===== src/rtl/reindeer_mem_controller_if.sv =====
// reindeer_mem_controller_if: external single-port memory bus (request/acknowledge)
// Ports:
//   master - controller side: drives mem_req, mem_we, mem_addr, mem_be, mem_wdata;
//            samples mem_rdata, mem_ack
//   slave  - memory side: the mirror image
`ifndef PC_BITWIDTH
`define PC_BITWIDTH 32
`endif
`ifndef XLEN
`define XLEN 32
`endif

interface reindeer_mem_controller_if;
    logic                    mem_req;
    logic                    mem_we;
    logic [`PC_BITWIDTH-1:0] mem_addr;
    logic [3:0]              mem_be;
    logic [`XLEN-1:0]        mem_wdata;
    logic [`XLEN-1:0]        mem_rdata;
    logic                    mem_ack;

    modport master(output mem_req, mem_we, mem_addr, mem_be, mem_wdata, input mem_rdata, mem_ack);
    modport slave(input mem_req, mem_we, mem_addr, mem_be, mem_wdata, output mem_rdata, mem_ack);
endinterface


===== src/rtl/reindeer_mem_controller.sv =====
// reindeer_mem_controller: arbitrates fetch reads and data loads/stores onto one memory bus
// Ports:
//   clk, reset_n (async, active-low), i_sync_reset (sync clear of slots, FSM and outputs)
//   i_fetch_read_* / o_fetch_read_*  fetch port: request pulse, done pulse with word
//   i_data_* / o_data_*              load/store port: request pulse, done pulse with
//                                    extended load data, o_data_misaligned
//   o_timeout_error                  pulses with the aborted requester's done
//   mem                              memory bus (master modport)
// Parameter ACK_TIMEOUT (1..255): wait cycles without mem_ack before aborting.
// Build option MEM_MISALIGN_CHECK_EN: reject misaligned half/word accesses without a bus cycle.
`ifndef PC_BITWIDTH
`define PC_BITWIDTH 32
`endif
`ifndef XLEN
`define XLEN 32
`endif

module reindeer_mem_controller #(
    parameter int ACK_TIMEOUT = 255
) (
    input  logic                    clk,
    input  logic                    reset_n,
    input  logic                    i_sync_reset,
    input  logic                    i_fetch_read_enable,
    input  logic [`PC_BITWIDTH-1:0] i_fetch_read_addr,
    output logic                    o_fetch_read_done,
    output logic [`XLEN-1:0]        o_fetch_read_data,
    input  logic                    i_data_read_enable,
    input  logic                    i_data_write_enable,
    input  logic [`PC_BITWIDTH-1:0] i_data_addr,
    input  logic [1:0]              i_data_width,
    input  logic                    i_data_unsigned,
    input  logic [`XLEN-1:0]        i_data_write_data,
    output logic                    o_data_done,
    output logic [`XLEN-1:0]        o_data_read_data,
    output logic                    o_data_misaligned,
    output logic                    o_timeout_error,
    reindeer_mem_controller_if.master mem
);
    localparam int PW = `PC_BITWIDTH;
    localparam int XW = `XLEN;

    typedef enum logic {S_IDLE, S_WAIT} state_t;
    state_t r_state, w_state_nxt;

    logic          r_f_pend, r_d_pend, r_d_uns, r_d_we, r_own_d, r_own_uns;
    logic [PW-1:0] r_f_addr, r_d_addr;
    logic [1:0]    r_d_width, r_own_width, r_own_lane;
    logic [XW-1:0] r_d_wdata;
    logic [7:0]    r_cnt;

    // A same-cycle pulse takes precedence over (overwrites) the pending slot.
    logic          w_d_pulse, w_d_req, w_f_req, w_d_uns, w_d_we, w_mis;
    logic [PW-1:0] w_d_addr, w_f_addr;
    logic [1:0]    w_d_width;
    logic [XW-1:0] w_d_wdata, w_wdata, w_load;
    logic [3:0]    w_be;
    logic [7:0]    w_byte;
    logic [15:0]   w_half;
    logic          w_issue_d, w_issue_f, w_reject, w_ack, w_abort;

    assign w_d_pulse = i_data_read_enable | i_data_write_enable;
    assign w_d_req   = w_d_pulse | r_d_pend;
    assign w_f_req   = i_fetch_read_enable | r_f_pend;
    assign w_d_addr  = w_d_pulse ? i_data_addr : r_d_addr;
    assign w_d_width = w_d_pulse ? i_data_width : r_d_width;
    assign w_d_uns   = w_d_pulse ? i_data_unsigned : r_d_uns;
    assign w_d_wdata = w_d_pulse ? i_data_write_data : r_d_wdata;
    assign w_d_we    = w_d_pulse ? i_data_write_enable : r_d_we;
    assign w_f_addr  = i_fetch_read_enable ? i_fetch_read_addr : r_f_addr;

`ifdef MEM_MISALIGN_CHECK_EN
    assign w_mis = (w_d_width == 2'd1 && w_d_addr[0]) || (w_d_width[1] && w_d_addr[1:0] != 2'b00);
`else
    assign w_mis = 1'b0;
`endif

    assign w_be    = w_d_width == 2'd0 ? 4'b0001 << w_d_addr[1:0] :
                     w_d_width == 2'd1 ? (w_d_addr[1] ? 4'b1100 : 4'b0011) : 4'b1111;
    assign w_wdata = w_d_width == 2'd0 ? {4{w_d_wdata[7:0]}} :
                     w_d_width == 2'd1 ? {2{w_d_wdata[15:0]}} : w_d_wdata;

    assign w_byte = mem.mem_rdata[{r_own_lane, 3'b000} +: 8];
    assign w_half = r_own_lane[1] ? mem.mem_rdata[31:16] : mem.mem_rdata[15:0];
    assign w_load = r_own_width == 2'd0 ? {{(XW-8){~r_own_uns & w_byte[7]}}, w_byte} :
                    r_own_width == 2'd1 ? {{(XW-16){~r_own_uns & w_half[15]}}, w_half} : mem.mem_rdata;

    always_ff @(posedge clk or negedge reset_n) begin
        if (!reset_n)
            r_state <= S_IDLE;
        else if (i_sync_reset)
            r_state <= S_IDLE;
        else
            r_state <= w_state_nxt;
    end

    always_comb begin
        w_state_nxt = r_state;
        w_issue_d   = 1'b0;
        w_issue_f   = 1'b0;
        w_reject    = 1'b0;
        w_ack       = 1'b0;
        w_abort     = 1'b0;
        if (r_state == S_IDLE) begin
            if (w_d_req && w_mis)
                w_reject = 1'b1;
            else if (w_d_req) begin
                w_issue_d   = 1'b1;
                w_state_nxt = S_WAIT;
            end else if (w_f_req) begin
                w_issue_f   = 1'b1;
                w_state_nxt = S_WAIT;
            end
        end else if (mem.mem_ack) begin
            w_ack       = 1'b1;
            w_state_nxt = S_IDLE;
        end else if (r_cnt == 8'(ACK_TIMEOUT - 1)) begin
            w_abort     = 1'b1;
            w_state_nxt = S_IDLE;
        end
    end

    always_ff @(posedge clk or negedge reset_n) begin
        if (!reset_n) begin
            {r_f_pend, r_d_pend, r_d_uns, r_d_we, r_own_d, r_own_uns} <= '0;
            {r_f_addr, r_d_addr, r_d_width, r_own_width, r_own_lane, r_d_wdata, r_cnt} <= '0;
            {mem.mem_req, mem.mem_we, mem.mem_addr, mem.mem_be, mem.mem_wdata} <= '0;
            {o_fetch_read_done, o_fetch_read_data, o_data_done, o_data_read_data} <= '0;
            {o_data_misaligned, o_timeout_error} <= '0;
        end else if (i_sync_reset) begin
            {r_f_pend, r_d_pend, r_d_uns, r_d_we, r_own_d, r_own_uns} <= '0;
            {r_f_addr, r_d_addr, r_d_width, r_own_width, r_own_lane, r_d_wdata, r_cnt} <= '0;
            {mem.mem_req, mem.mem_we, mem.mem_addr, mem.mem_be, mem.mem_wdata} <= '0;
            {o_fetch_read_done, o_fetch_read_data, o_data_done, o_data_read_data} <= '0;
            {o_data_misaligned, o_timeout_error} <= '0;
        end else begin
            o_fetch_read_done <= 1'b0;
            o_data_done       <= 1'b0;
            o_data_misaligned <= 1'b0;
            o_timeout_error   <= 1'b0;
            if (w_issue_f)
                r_f_pend <= 1'b0;
            else if (i_fetch_read_enable) begin
                r_f_pend <= 1'b1;
                r_f_addr <= i_fetch_read_addr;
            end
            if (w_issue_d || w_reject)
                r_d_pend <= 1'b0;
            else if (w_d_pulse) begin
                r_d_pend  <= 1'b1;
                r_d_addr  <= i_data_addr;
                r_d_width <= i_data_width;
                r_d_uns   <= i_data_unsigned;
                r_d_wdata <= i_data_write_data;
                r_d_we    <= i_data_write_enable;
            end
            if (w_issue_d || w_issue_f) begin
                mem.mem_req   <= 1'b1;
                mem.mem_we    <= w_issue_d & w_d_we;
                mem.mem_addr  <= (w_issue_d ? w_d_addr : w_f_addr) & ~PW'(3);
                mem.mem_be    <= w_issue_d ? w_be : 4'b1111;
                mem.mem_wdata <= w_issue_d ? w_wdata : '0;
                r_cnt         <= '0;
                r_own_d       <= w_issue_d;
                r_own_lane    <= w_d_addr[1:0];
                r_own_width   <= w_d_width;
                r_own_uns     <= w_d_uns;
            end
            if (r_state == S_WAIT && !w_ack && !w_abort)
                r_cnt <= r_cnt + 8'd1;
            if (w_ack || w_abort) begin
                mem.mem_req     <= 1'b0;
                o_timeout_error <= w_abort;
                if (r_own_d) begin
                    o_data_done      <= 1'b1;
                    o_data_read_data <= (w_abort || mem.mem_we) ? '0 : w_load;
                end else begin
                    o_fetch_read_done <= 1'b1;
                    o_fetch_read_data <= w_abort ? '0 : mem.mem_rdata;
                end
            end
            if (w_reject) begin
                o_data_done       <= 1'b1;
                o_data_misaligned <= 1'b1;
                o_data_read_data  <= '0;
            end
        end
    end
endmodule


===== src/flat_wrapper.sv =====
// flat-port wrapper written by rule: the top's interface ports become plain ports
module reindeer_mem_controller_flat 
#(
    parameter int ACK_TIMEOUT = 255
)
  (clk, reset_n, i_sync_reset, i_fetch_read_enable, i_fetch_read_addr, o_fetch_read_done, o_fetch_read_data, i_data_read_enable, i_data_write_enable, i_data_addr, i_data_width, i_data_unsigned, i_data_write_data, o_data_done, o_data_read_data, o_data_misaligned, o_timeout_error, mem_mem_req, mem_mem_we, mem_mem_addr, mem_mem_be, mem_mem_wdata, mem_mem_rdata, mem_mem_ack);
  reindeer_mem_controller_if mem_i ();
  input  logic clk;
  input  logic reset_n;
  input  logic i_sync_reset;
  input  logic i_fetch_read_enable;
  input  logic [`PC_BITWIDTH-1:0] i_fetch_read_addr;
  output logic o_fetch_read_done;
  output logic [`XLEN-1:0] o_fetch_read_data;
  input  logic i_data_read_enable;
  input  logic i_data_write_enable;
  input  logic [`PC_BITWIDTH-1:0] i_data_addr;
  input  logic [1:0] i_data_width;
  input  logic i_data_unsigned;
  input  logic [`XLEN-1:0] i_data_write_data;
  output logic o_data_done;
  output logic [`XLEN-1:0] o_data_read_data;
  output logic o_data_misaligned;
  output logic o_timeout_error;
  output wire logic [$bits(mem_i.mem_req)-1:0] mem_mem_req;
  output wire logic [$bits(mem_i.mem_we)-1:0] mem_mem_we;
  output wire logic [$bits(mem_i.mem_addr)-1:0] mem_mem_addr;
  output wire logic [$bits(mem_i.mem_be)-1:0] mem_mem_be;
  output wire logic [$bits(mem_i.mem_wdata)-1:0] mem_mem_wdata;
  input wire logic [$bits(mem_i.mem_rdata)-1:0] mem_mem_rdata;
  input wire logic [$bits(mem_i.mem_ack)-1:0] mem_mem_ack;
  assign mem_mem_req = mem_i.mem_req;
  assign mem_mem_we = mem_i.mem_we;
  assign mem_mem_addr = mem_i.mem_addr;
  assign mem_mem_be = mem_i.mem_be;
  assign mem_mem_wdata = mem_i.mem_wdata;
  assign mem_i.mem_rdata = mem_mem_rdata;
  assign mem_i.mem_ack = mem_mem_ack;
  reindeer_mem_controller #(.ACK_TIMEOUT(ACK_TIMEOUT)) u_core (.clk(clk), .reset_n(reset_n), .i_sync_reset(i_sync_reset), .i_fetch_read_enable(i_fetch_read_enable), .i_fetch_read_addr(i_fetch_read_addr), .o_fetch_read_done(o_fetch_read_done), .o_fetch_read_data(o_fetch_read_data), .i_data_read_enable(i_data_read_enable), .i_data_write_enable(i_data_write_enable), .i_data_addr(i_data_addr), .i_data_width(i_data_width), .i_data_unsigned(i_data_unsigned), .i_data_write_data(i_data_write_data), .o_data_done(o_data_done), .o_data_read_data(o_data_read_data), .o_data_misaligned(o_data_misaligned), .o_timeout_error(o_timeout_error), .mem(mem_i));
endmodule

===== config.mk =====
export PLATFORM = sky130hd
export DESIGN_NAME = reindeer_mem_controller_flat
export DESIGN_NICKNAME = d
export VERILOG_FILES = /design/src/rtl/reindeer_mem_controller_if.sv /design/src/rtl/reindeer_mem_controller.sv /design/src/flat_wrapper.sv
export SDC_FILE = /design/constraint.sdc
export NUM_CORES = 1
export LEC_CHECK = 0
export ABC_AREA = 1
export CAP_MARGIN = 15
export CORE_ASPECT_RATIO = 1.1
export CORE_MARGIN = 2
export CORE_UTILIZATION = 27
export CTS_CLUSTER_DIAMETER = 100
export DETAILED_ROUTE_END_ITERATION = 12
export DONT_BUFFER_PORTS = 1
export HOLD_SLACK_MARGIN = 0.06
export PLACE_DENSITY = 0.39
export SLEW_MARGIN = 20
export SYNTH_ARGS = -nofsm -noshare
export SYNTH_HDL_FRONTEND = slang
export SYNTH_SLANG_ARGS = --single-unit
export TNS_END_PERCENT = 10

===== constraint.sdc =====
create_clock -name clk -period 2.44 [get_ports clk]
set_clock_uncertainty 0.2 [all_clocks]
set_input_delay 0.732 -clock clk [delete_from_list [all_inputs] [get_ports clk]]
set_output_delay 0.732 -clock clk [all_outputs]
set_load 0.01 [all_outputs]

# [Word-level counts from Yosys, hierarchy flattened]
# Index checks and enable logic that the tools add are counted.
# Widths: inputs -> output; s select.
[word_totals] register_bits=254 wordCells=146
[op_classes] addsub=1 eq_ne=6 n_shift=2 n_mux=88 bitwise_logic=7 reduce_logical=18
[ops] cell="$mux 32" n=27
[ops] cell="$mux 1" n=44
[ops] cell="$shiftx 32x6->8" n=1
[ops] cell="$mux 4" n=6
[ops] cell="$mux 8" n=3
[ops] cell="$mux 16" n=1
[ops] cell="$mux 2" n=7
[ops] cell="$reduce_bool 3->1" n=4
[ops] cell="$add 8x1->8 const B" n=1
[ops] cell="$eq 8x8->1 const B" n=1
[ops] cell="$ne 2x2->1 const B" n=3
[ops] cell="$reduce_bool 2->1" n=3
[ops] cell="$eq 2x1->1 const B" n=2
[ops] cell="$logic_not 2->1" n=2
[ops] cell="$reduce_and 2->1" n=2
[ops] cell="$shl 1x2->4 const A" n=1
[ops] cell="$and 1x1->1" n=3
[ops] cell="$logic_or 1x1->1" n=3
[ops] cell="$or 1x1->1" n=3
[ops] cell="$logic_and 1x1->1" n=2
[ops] cell="$logic_not 1->1" n=2
[ops] cell="$not 1->1" n=1

# [Longest topological paths before layout]
[depth] word_depth=9 depth_mapped=11

# [Worst setup path after synthesis]
# No wires, ideal clock.
[synth_timing] kind="input -> register" from="input port i_data_write_enable" to="register u_core.mem.mem_addr[13]" arrival_ns=1.674 setup_slack_ns=0.448 stages=9 cell_sequence="nor2_4 > buf_4 > buf_4 > buf_4 > nand2_1 > o21ai_0 > nand2_1 > nand3_1 > nand2_1"
[synth_via] elab_chain_cells=7 elab_cells_between_ends=12 cone_classes="mux: 8; bitwise: 2; reduce/logical: 2"
[synth_rtl] element="start, declared" line_no="flat_wrapper.sv:16" text="input logic i_data_write_enable;"
[synth_rtl] element="$or 1x1->1 (*)" line_no="reindeer_mem_controller.sv:62" text="assign w_d_pulse = i_data_read_enable | i_data_write_enable;"
[synth_rtl] element="$or 1x1->1" line_no="reindeer_mem_controller.sv:63" text="assign w_d_req = w_d_pulse | r_d_pend;"
[synth_rtl] element="$mux 1" line_no="reindeer_mem_controller.sv:107" text="else if (w_d_req) begin"
[synth_rtl] element="$mux 1" line_no="reindeer_mem_controller.sv:104" text="if (r_state == S_IDLE) begin"
[synth_rtl] element="$mux 32" line_no="reindeer_mem_controller.sv:160" text="mem.mem_addr <= (w_issue_d ? w_d_addr : w_f_addr) & ~PW'(3);"
[synth_rtl] element="$mux 32" line_no="reindeer_mem_controller.sv:157" text="if (w_issue_d || w_issue_f) begin"
[synth_rtl] element="$mux 32" line_no="reindeer_mem_controller.sv:130" text="end else if (i_sync_reset) begin"
[synth_rtl] element="end signal, assigned" line_no="reindeer_mem_controller.sv:160"
[synth_rtl] element="end, declared" line_no="reindeer_mem_controller_if.sv:22" text="modport master(output mem_req, mem_we, mem_addr, mem_be, mem_wdata, input mem_rdata, mem_ack);"
# Every way passes the cells marked *; elsewhere a longest branch is shown, timed or not. The select of a mux whose other input is x is not followed.
# A chain may end at the register's enable or synchronous reset.

# [Final worst setup path]
[layout_timing] from="register u_core.r_cnt[0]" to="register u_core.o_data_read_data[1]"
[layout_via] elab_chain_cells=9 elab_cells_between_ends=12 cone_classes="eq/ne: 1; mux: 7; reduce/logical: 4"
[layout_rtl] element="start, declared" line_no="reindeer_mem_controller.sv:50" text="logic [7:0] r_cnt;"
[layout_rtl] element="start signal, assigned" line_no="reindeer_mem_controller.sv:170" text="r_cnt <= r_cnt + 8'd1;"
[layout_rtl] element="$eq 8x8->1 (*)" line_no="reindeer_mem_controller.sv:117" text="end else if (r_cnt == 8'(ACK_TIMEOUT - 1)) begin"
[layout_rtl] element="$mux 1 (*)" line_no="reindeer_mem_controller.sv:117"
[layout_rtl] element="$mux 1 (*)" line_no="reindeer_mem_controller.sv:114" text="end else if (mem.mem_ack) begin"
[layout_rtl] element="$mux 1 (*)" line_no="reindeer_mem_controller.sv:104"
[layout_rtl] element="$logic_or 1x1->1" line_no="reindeer_mem_controller.sv:176" text="o_data_read_data <= (w_abort || mem.mem_we) ? '0 : w_load;"
[layout_rtl] element="$mux 32" line_no="reindeer_mem_controller.sv:176"
[layout_rtl] element="$mux 32" line_no="reindeer_mem_controller.sv:174" text="if (r_own_d) begin"
[layout_rtl] element="$mux 32" line_no="reindeer_mem_controller.sv:171" text="if (w_ack || w_abort) begin"
[layout_rtl] element="$mux 32" line_no="reindeer_mem_controller.sv:130"
[layout_rtl] element="end signal, assigned" line_no="reindeer_mem_controller.sv:176"
[layout_rtl] element="end, declared" line_no="reindeer_mem_controller.sv:35" text="output logic [`XLEN-1:0] o_data_read_data,"
# Marked as above.

==> results_dict.tcl <==
set metrics [dict create \
    status "complete, but fails checks" \
    violations "negative hold slack" \
    post_cts_resized 0 \
    crit_path_top_delay_cell "dfrtp_1" \
    grt_usage_pct 17.6 \
    synth_top_cell_by_area "dfrtp_1" \
    ioPinCount 276 \
    cts_tree "built" \
    critical_path_depth 11 \
    cap_viol_max_count 0 \
    vias_per_cell 4.73 \
    rsz0062_at_grt "false" \
    synth_common_cells "nand2_1 (596), dfrtp_1 (250), o21ai_0 (150)" \
    fin_crit_sh_pct 86.0 \
    worstMarginPinSlew_ps 600 \
    synth_compound_area_share_pct 13.0 \
    yosys.area_share.simple_pct 26.3 \
    htree_levels 1 \
    overflow 0 \
    dr.pass1.iters 5 \
    dp_hpwl_um 26800 \
    crit_arrival_ps 2360 \
    pwr-share-comb_pct 12.0 \
    antenna_found_initial 9 \
    internal_power_w 0.00774 \
    reg2reg_depth 11 \
    first_global_vias 9858 \
    area_growth_pct 17.4 \
    critical_path_buf_inv_count 3 \
    clk_latency_ps 570 \
    cts_inserted_buffers 30 \
    rows 80 \
    start_kind "flop" \
    core_um2 43300 \
    sequentialPowerShare_pct 44.9 \
    cts_hold_buf 28 \
    wirelength_um 40600 \
    setup_viol_count_final 0 \
    max-clock-path-buffers 3 \
    wl_per_cell_um 19.0 \
    root_buffer "clkbuf_16" \
    syn_inst 1522 \
    clkPwrFrac_pct 43.2 \
    reg2reg_to "u_core.o_data_read_data[1]$_DFFE_PN0P_" \
    drc 0 \
    synth.area.top_cells "dfrtp_1 (53%), nand2_1 (19%), o21ai_0 (6.3%)" \
    die_x_um 204 \
    crit_family "simple AND/OR/NAND/NOR gates" \
    synth_top_family_by_area "simple AND/OR/NAND/NOR gates" \
    gp_congestion 0.779 \
    synth_mux_area_share_pct 0 \
    syn_area_um2 11800 \
    fmax_ghz 0.477 \
    ys_warn_count 0 \
    finalHoldViolations 250 \
    drt_iter0_markers 695 \
    synthXorXnorAreaFrac_pct 0.296 \
    ys_seq_area_share_pct 52.9 \
    grt_max_degree 251 \
    finalSetupTns_ps 0 \
    finalWorstPathRequiredPeriod_ps 2100 \
    powerDensity_nw_per_um2 775 \
    final_nets 1678 \
    synth_most_common_cell "nand2_1" \
    ys_types 31 \
    ys.flop_type "dfrtp_1" \
    crit_path_frequent_cell "nand2_1" \
    synthAdderAreaFrac_pct 0.212 \
    switchingPower_w 0.00302 \
    hold_slack_ps -342 \
    synth_top_area_share_pct 52.9 \
    static-leakage-power_nw 6.91 \
    ir_worst_vdd_uv 532 \
    dieArea_um2 45500 \
    die_h_um 224 \
    critPathCapture "u_core.o_data_read_data[1]$_DFFE_PN0P_" \
    drive_gt1_share_pct 7.18 \
    avgSynthCellArea_um2 7.77 \
    crit_start "u_core.r_cnt[0]$_DFFE_PN0P_" \
    rrSetupSlack_ps 340 \
    synth-seq-cells 250 \
    portBuffers 0 \
    relSlewSlack_pct 60.0 \
    slew_violations 0 \
    worst_setup_path_end_kind "flop" \
    worstPathMaxFanout 33 \
    synth_edf_count 0 \
    cts_num_sinks 250 \
    num_vias 10100 \
    initial_core_util_pct 27.3 \
    hold_class "in -> async" \
    cpPeakStageDelay_ps 400 \
    grt_first_pass_wirelength_um 61800 \
    rr_startpoint "u_core.r_cnt[0]$_DFFE_PN0P_" \
    final_antenna_net_count 0 \
    crit_type "reg -> reg" \
    cts_setup_buffers 0 \
    clk_pin_slew_ps 60 \
    async_flop_share_pct 100 \
    path_cells "inv_1, ha_1, nand2_1, nor2_1, nand3_2, nand3_1, nand2_1, buf_4, inv_1, nand2_1, nand2_1" \
    swShare_pct 28.1 \
    crit_required_ps 2700 \
]
-- area by class of cell --
type,count,area [um2]
Multi-Input combinational cell,1075,4730
Sequential cell,250,6260
Inverter,110,415
Antenna cell,3,7.51
Clock inverter,7,85.1
Clock buffer,46,922
Tap cell,574,718
Fill cell,4636,29500
Timing Repair Buffer,71,753
-- worst min-delay path by stage --
stage	start	endpoint	slack [ps]	cells after the start
after floorplan	reset_n	u_core.mem.mem_addr[10]$_DFFE_PN0P_	240	0
after global routing	reset_n	u_core.mem.mem_addr[30]$_DFFE_PN0P_	-380	0
after detailed placement	reset_n	u_core.mem.mem_addr[30]$_DFFE_PN0P_	250	0
after CTS	reset_n	u_core.mem.mem_addr[30]$_DFFE_PN0P_	-370	0
final	reset_n	u_core.mem.mem_addr[30]$_DFFE_PN0P_	-340	0
after global placement	reset_n	u_core.mem.mem_addr[30]$_DFFE_PN0P_	250	0
-- cells by family (layout without fill, tap and decap cells) --
| logic type | Yosys count | in the layout |
|---|---|---|
| other cells | 1 | 6 |
| compound gates | 280 | 280 |
| simple gates | 786 | 786 |
| flops | 250 | 250 |
| buf+inv | 199 | 234 |
| fa+ha+maj | 2 | 2 |
| xor+xnor | 4 | 4 |
-- registers in the layout (all words and copies together), names as in the netlist, 2 cells and up --
name,flops
u_core.r_own_lane,2
u_core.r_f_addr,30
u_core.mem.mem_addr,30
u_core.r_cnt,8
u_core.r_d_addr,32
u_core.mem.mem_be,4
u_core.o_fetch_read_data,32
u_core.mem.mem_wdata,32
u_core.o_data_read_data,32
u_core.r_d_wdata,32
u_core.r_d_width,2
u_core.r_own_width,2
-- worst register-to-register path, cell delays in order (launching register included) --
cell and delay (ps):
dfrtp_1 400, inv_1 60, ha_1 200, nand2_1 60, nor2_1 50, nand3_2 150, nand3_1 210, nand2_1 110
buf_4 330, inv_1 110, nand2_1 80, nand2_1 50
-- power by group through the flow --
stage	Clock [W]	Sequential, W	Combinational, W
finish	0.00464	0.00483	0.00129
global route	0.00498	0.00487	0.00148
CTS	0.00482	0.00484	0.00131
detailed placement	0	0.00491	0.00127
global placement	0	0.00490	0.00126
floorplan	0	0.00481	0.000920
-- cell usage in the layout (no fill, tap or decap), types with 4 or more instances in the layout --
cell and count:
clkbuf_1 6, nand3_1 86, clkinv_2 7, o211ai_1 10
clkbuf_16 31, nand2_2 7, o21ai_1 8, o22ai_1 62
a21oi_1 39, a22o_1 7, dlygate4sd3_1 28, o21ai_0 150
buf_12 12, nor2_1 88, dfrtp_1 250, inv_1 104
buf_4 31, nand2_1 595, inv_2 4, clkbuf_8 9
-- metrics by stage --
step	total power, W	instance area [um2]	utilization [%]	worst slack [ps]	std cells
after detailed placement	0.00617	12600	29.1	37.0	2052
after floorplan	0.00573	11800	-	448	1524
final	0.0108	13900	32.0	342	2136
after global routing	0.0113	13900	32.0	104	2134
after global placement	0.00616	12600	29.1	28.2	2052
after CTS	0.0110	13900	32.0	280	2133
-- routing by layer --
layer	GRT usage (%)	vias to the layer above	share of wire (%)
met5	0	-	0.17
met4	4.54	12	1.9
met3	5.16	58	7.9
met2	27.9	298	46
met1	23.5	4806	44
li1	-	4920	-
No activity file was read; power rests on OpenSTA's default activity.
